<file path="config.mk">
export PLATFORM = sky130hd
export DESIGN_NAME = pipelined_cla_adder
export DESIGN_NICKNAME = d
export VERILOG_FILES = /design/src/rtl/pipelined_cla_adder.sv
export SDC_FILE = /design/constraint.sdc
export NUM_CORES = 1
export LEC_CHECK = 0
export CAP_MARGIN = 40
export CORE_MARGIN = 8
export CORE_UTILIZATION = 50
export DETAILED_ROUTE_END_ITERATION = 10
export GPL_TIMING_DRIVEN = 0
export HOLD_SLACK_MARGIN = 0.02
export MAX_ROUTING_LAYER = met4
export PLACE_DENSITY = 0.72
export SETUP_SLACK_MARGIN = 0.02
export SLEW_MARGIN = 10
export SYNTH_ARGS = -nofsm -noshare
export SYNTH_HDL_FRONTEND = slang
export SYNTH_SLANG_ARGS = --single-unit
export TNS_END_PERCENT = 30
</file>
<file path="constraint.sdc">
create_clock -name clk -period 6.4 [get_ports clk]
set_clock_uncertainty 0.2 [all_clocks]
set_input_delay 1.92 -clock clk [delete_from_list [all_inputs] [get_ports clk]]
set_output_delay 1.92 -clock clk [all_outputs]
set_load 0.1 [all_outputs]
</file>
<file path="src/rtl/pipelined_cla_adder.sv">
// Pipelined carry-lookahead adder/subtractor that resolves one GROUP-bit lookahead group per stage.
// Optional signed-overflow output when CLA_OVF_EN is defined.
module pipelined_cla_adder #(
    parameter int WIDTH = 16,
    parameter int GROUP = 4
) (
    input  logic             clk,
    input  logic             rst,
    input  logic             in_valid,
    output logic             in_ready,
    input  logic [WIDTH-1:0] a,
    input  logic [WIDTH-1:0] b,
    input  logic             carryin,
    input  logic             sub,
    output logic             out_valid,
    input  logic             out_ready,
    output logic [WIDTH-1:0] sum,
    output logic             carryout
`ifdef CLA_OVF_EN
    ,
    output logic             ovf
`endif
);

    localparam int NG = WIDTH / GROUP;

    generate
        if (GROUP < 1 || (WIDTH % GROUP) != 0) begin : g_bad_cfg
            $fatal(1, "pipelined_cla_adder: WIDTH must be a non-zero multiple of GROUP");
        end
    endgenerate

    // Each carry is a sum of products of g/p and the group carry-in, never rippled from the previous bit.
    function automatic logic [GROUP:0] lookahead(input logic [GROUP-1:0] g,
                                                 input logic [GROUP-1:0] p,
                                                 input logic             c0);
        logic [GROUP:0] c;
        logic           term;
        c    = '0;
        c[0] = c0;
        for (int i = 0; i < GROUP; i++) begin
            term = c0;
            for (int j = 0; j <= i; j++) term &= p[j];
            c[i+1] = term;
            for (int j = 0; j <= i; j++) begin
                term = g[j];
                for (int m = j + 1; m <= i; m++) term &= p[m];
                c[i+1] |= term;
            end
        end
        return c;
    endfunction

    // Index k of v_q/c_q/a_q/b_q is the input side of stage k; s_q[k] holds the sum after stage k.
    logic             v_q [0:NG];
    logic             c_q [0:NG];
    logic [WIDTH-1:0] a_q [0:NG-1];
    logic [WIDTH-1:0] b_q [0:NG-1];
    logic [WIDTH-1:0] s_q [0:NG-1];

    logic [WIDTH-1:0] s_nxt  [0:NG-1];
    logic             co_nxt [0:NG-1];
    logic             msb_cin;
    logic             adv;

    assign out_valid = v_q[NG];
    assign adv       = !out_valid || out_ready;
    assign in_ready  = adv;
    assign sum       = s_q[NG-1];
    assign carryout  = c_q[NG];

    always_comb begin
        logic [GROUP-1:0] gg;
        logic [GROUP-1:0] gp;
        logic [GROUP:0]   cc;
        logic [GROUP:0]   cg;
        gg      = '0;
        gp      = '0;
        cc      = '0;
        cg      = '0;
        msb_cin = 1'b0;
        for (int k = 0; k < NG; k++) begin
            gg = a_q[k][k*GROUP +: GROUP] & b_q[k][k*GROUP +: GROUP];
            gp = a_q[k][k*GROUP +: GROUP] ^ b_q[k][k*GROUP +: GROUP];
            cc = lookahead(gg, gp, c_q[k]);
            // Group generate is the lookahead carry-out with a zero carry-in.
            cg = lookahead(gg, gp, 1'b0);
            co_nxt[k] = cg[GROUP] | ((&gp) & c_q[k]);
            s_nxt[k]  = (k == 0) ? '0 : s_q[(k == 0) ? 0 : k - 1];
            s_nxt[k][k*GROUP +: GROUP] = gp ^ cc[GROUP-1:0];
            if (k == NG - 1) msb_cin = cc[GROUP-1];
        end
    end

`ifdef CLA_OVF_EN
    logic ovf_q;
    assign ovf = ovf_q;
`endif

    always_ff @(posedge clk) begin
        if (rst) begin
            // NOTE: the skew/sum arrays are small pipeline registers, so clearing them on reset is cheap and keeps outputs at zero.
            for (int k = 0; k <= NG; k++) begin
                v_q[k] <= 1'b0;
                c_q[k] <= 1'b0;
            end
            for (int k = 0; k < NG; k++) begin
                a_q[k] <= '0;
                b_q[k] <= '0;
                s_q[k] <= '0;
            end
`ifdef CLA_OVF_EN
            ovf_q <= 1'b0;
`endif
        end else if (adv) begin
            v_q[0] <= in_valid;
            c_q[0] <= sub | carryin;
            a_q[0] <= a;
            b_q[0] <= b ^ {WIDTH{sub}};
            for (int k = 0; k < NG; k++) begin
                v_q[k+1] <= v_q[k];
                c_q[k+1] <= co_nxt[k];
                s_q[k]   <= s_nxt[k];
            end
            for (int k = 1; k < NG; k++) begin
                a_q[k] <= a_q[k-1];
                b_q[k] <= b_q[k-1];
            end
`ifdef CLA_OVF_EN
            ovf_q <= msb_cin ^ co_nxt[NG-1];
`endif
        end
    end

`ifndef CLA_OVF_EN
    logic unused_ovf;
    assign unused_ovf = msb_cin;
`endif

endmodule

</file>
---- Word-level counts from Yosys, hierarchy flattened ----
Memory sizes are Yosys's and may differ from the RTL's.
Index checks and enable logic that the tools add are counted.
storage, ports and cells
  register bits ........................... 0
  memory bits (writable) .................. 202
  input bits .............................. 38
  output and inout port bits .............. 19
  word-level logic and storage cells ...... 154
  memories kept ........................... 5
operators by class
  multiplexer cells ....................... 27
  bitwise operators ....................... 116
  reduce and logical (&&, ||, !) cells .... 6
memories
  memory  depth  bits a word  read ports  clocked after Yosys merged registers in  write ports  line  text
  a_q     4      16           4           0                                        4            57    logic [WIDTH-1:0] a_q [0:NG-1];
  b_q     4      16           4           0                                        4            58    logic [WIDTH-1:0] b_q [0:NG-1];
  s_q     4      16           4           0                                        4            59    logic [WIDTH-1:0] s_q [0:NG-1];
  c_q     5      1            5           0                                        5            56    logic c_q [0:NG];
  v_q     5      1            5           0                                        5            55    logic v_q [0:NG];
operators with widths
  kind                 count
  16-bit 2-to-1 mux    12
  1-bit OR             63
  1-bit AND            40
  4-bit XOR            8
  4-bit AND            4
  4-bit AND reduction  4
  16-bit XOR           1
  1-bit 2-to-1 mux     15
  1-bit logical NOT    1
  1-bit logical OR     1

---- Logic depth before layout (Yosys ltp) ----
An unclocked memory read counts as a cell.
  word-level depth ........................ 10
  gate-level depth with buffers ........... 6
  depth with buffers taken out ............ 5

---- Least setup slack after synthesis ----
OpenSTA, ideal clock, no wires.
  path type ............................... input-to-reg
  start point ............................. input out_ready
  end point ............................... memory a_q[0][0], enable pin
  setup time .............................. 0.512 ns
  data arrival time ....................... 5.380 ns
  required time ........................... 5.688 ns
  path slack .............................. 0.307 ns
  stages on the path ...................... 3
  path buffers ............................ 1
  path through ............................ nand2b_4 > clkbuf_2 > nand2b_1
RTL lines
  item             line  text
  start, declared  16    input logic out_ready,
  end, declared    57

---- Worst setup path after layout ----
  start point ............................. input out_ready
  end point ............................... output in_ready
on the way
  word-level cells in the longest chain between the ends .. 1
RTL lines
  item              line  text
  1-bit logical OR  67    assign adv = !out_valid || out_ready;
  end, declared     10    output logic in_ready,
No other way between the ends.

==> run metrics <==
Crit Path Class input port to output port; Worst Tran Pin Value 805.5 ps; Worst slew margin 46.30%; Hold/Removal Path Class flip-flop to flip-flop; Synth Register Bits 130; port bufs 55; Max Root-Sink Buffers 2; share of layout cells above drive strength 1 11.73%; drt total wl 9883 um; final instance area 7151 um^2; DRC 0; Clock transition at path regs 50 ps; Die Span Y 122 um; unrepaired setup endpoints after global routing false; most frequent cells in the layout edfxtp_1, and3_1, clkdlybuf4s50_1; CP Max Fanout 10; WL per Instance 15.79 um; Post-Syn Area 5618 um^2; Die ar. 14,880 um^2; Final nets 536; HPWL after detailed placement 6574 um; CP Capture Type output port; Worst-Skew Late Latency 510 ps; Tmin final 5721 ps; Achievable Freq 0.1748 GHz; run status complete, no violations; Mapped Cells 380; std cell rows 38; PostCTS Resize Cnt 0; initial DRC count 195; Yosys warning count 0; hold path depth 1; drt pass-1 iters 6; via/cell ratio 5.216; RePlAce Congestion 0.8194; pre-CTS setup slack 683.1 ps; via count 3,265; die width 122 um; Distinct cells, synth 25; Yosys top cell by area edfxtp_1; share of the synthesized area in the top cell type 69.49%; CTS Buf Count 17; post-synthesis sequential area ratio 69.49%; final worst setup slack 678.7 ps; Leak 3.273 nW; Total Routing Usage GR 14.25%; peak supply drop 0.1863 mV; Fill cells 767; IO Pins 57; # diodes 0; clock root buffer clkbuf_8; R2R Setup Slk 4000 ps; Core Footprint 10,890 um^2; GR Overflow Total 0; Worst Path Required 4280 ps; DRT antenna net count 0; CTS tree yes; vias in the first global route 3,233; Post-CTS Hold Buffers 0; max-slew violation count 0; Pwr Density 271.2 nW/um^2; initial antenna violation count 0; Final Cycle Share 89.40%; syn avg cell area 14.78 um^2; CP arrival 3600 ps; commonest non-fill, non-tap cell in the layout edfxtp_1; max cap viols 0; htree depth 4; Final Hold Vio Count 0; cell depth of the worst flop-to-flop path 4; final-report setup violation count 0; largest net degree at the start of global routing 71; # clock sinks 130; first-pass GRT wire length 15,610 um; Net Count, Synth 442; Starting Density 51.60%; Area Overhead vs Synth 27.28%; Post-CTS Setup Bufs 0; Setup crit start kind input port; top cells by area, synth edfxtp_1, and3_1, ha_1; area post-placement 6676 um^2
## worst max-delay path, stage by stage
cell             delay (ps)
clkdlybuf4s50_1         450
nand2b_4                120
buf_6                   150
buf_2                   210
clkdlybuf4s50_1         540
buf_8                   200
## cells in the mapped netlist, drive strengths merged
master and number:
a21oi 8, o211a 4, nand2b 2, ha 20
fa 4, nor3 8, o211ai 4, clkbuf 17
o21a 8, a21o 4, a211oi 4, and2 1
nand2 1, buf 9, inv 1, nor2 26
nand3 4, edfxtp 130, xnor2 20, and3 97
o21ai 8
## routing by layer
metal	part of all wire [%]	GRT usage (%)	vias to the layer above
met1	45	16.44	1550
li1	-	-	1628
met4	1.5	6.168	0
met5	0	-	-
met3	3.5	4.211	9
met2	50	22.72	78
## registers in the layout, indices dropped and copies added (netlist names)
name	cells
a_q	40
b_q	40
s_q	40
c_q	5
v_q	5
## worst paths after layout
| path | to | start |
|---|---|---|
| hold / removal | a_q[0][31] | a_q[0][15] |
| setup reg to reg | b_q[0][11] | v_q[0][4] |
| setup / recovery | in_ready | out_ready |
| hold reg to reg | a_q[0][31] | a_q[0][15] |
## per-stage QoR
| step | hold WS, ps | power (W) | setup TNS (ps) | utilization, % | std cells |
|---|---|---|---|---|---|
| 3_5_place_dp | 335.1 | 0.001178 | 0 | 61.32 | 595 |
| 3_3_place_gp | 330.6 | 0.001160 | -157890 | 58.26 | 575 |
| 5_1_grt | 359.9 | 0.002000 | 0 | 65.67 | 626 |
| 2_1_floorplan | 327.9 | 0.001111 | 0 | - | 380 |
| 6_report | 346.1 | 0.001939 | 0 | 65.67 | 626 |
| 4_1_cts | 346.2 | 0.001955 | 0 | 65.67 | 626 |
## power by group
part           total, W  leakage (nW)  switching (W)  internal [W]
clock          0.000777         0.239       0.000316      0.000462
sequential     0.000996          1.55      0.0000128      0.000983
combinational  0.000166          1.48      0.0000874     0.0000782
## cells by family (layout without fill, tap and decap cells)
| logic type | count (synthesis) | in the layout | share of synthesized area, % |
|---|---|---|---|
| compound gates | 40 | 40 | 4.811 |
| flops | 130 | 130 | 69.49 |
| buf+inv | 27 | 133 | 2.517 |
| fa+ha+maj | 24 | 24 | 5.880 |
| simple gates | 139 | 139 | 14.19 |
| xor+xnor | 20 | 20 | 3.118 |
## final cells by class
type | instances | area [um^2] | area share [%]
sequential | 130 | 3904 | 54.59
clock inverter | 10 | 45.04 | 0.6299
tap | 140 | 175.2 | 2.450
buffer | 26 | 137.6 | 1.925
clock buffer | 21 | 429.2 | 6.002
multi-input combinational | 223 | 1580 | 22.10
timing repair buffer | 75 | 875.8 | 12.25
inverter | 1 | 3.754 | 0.05249
(Power assumes the default switching activity.)
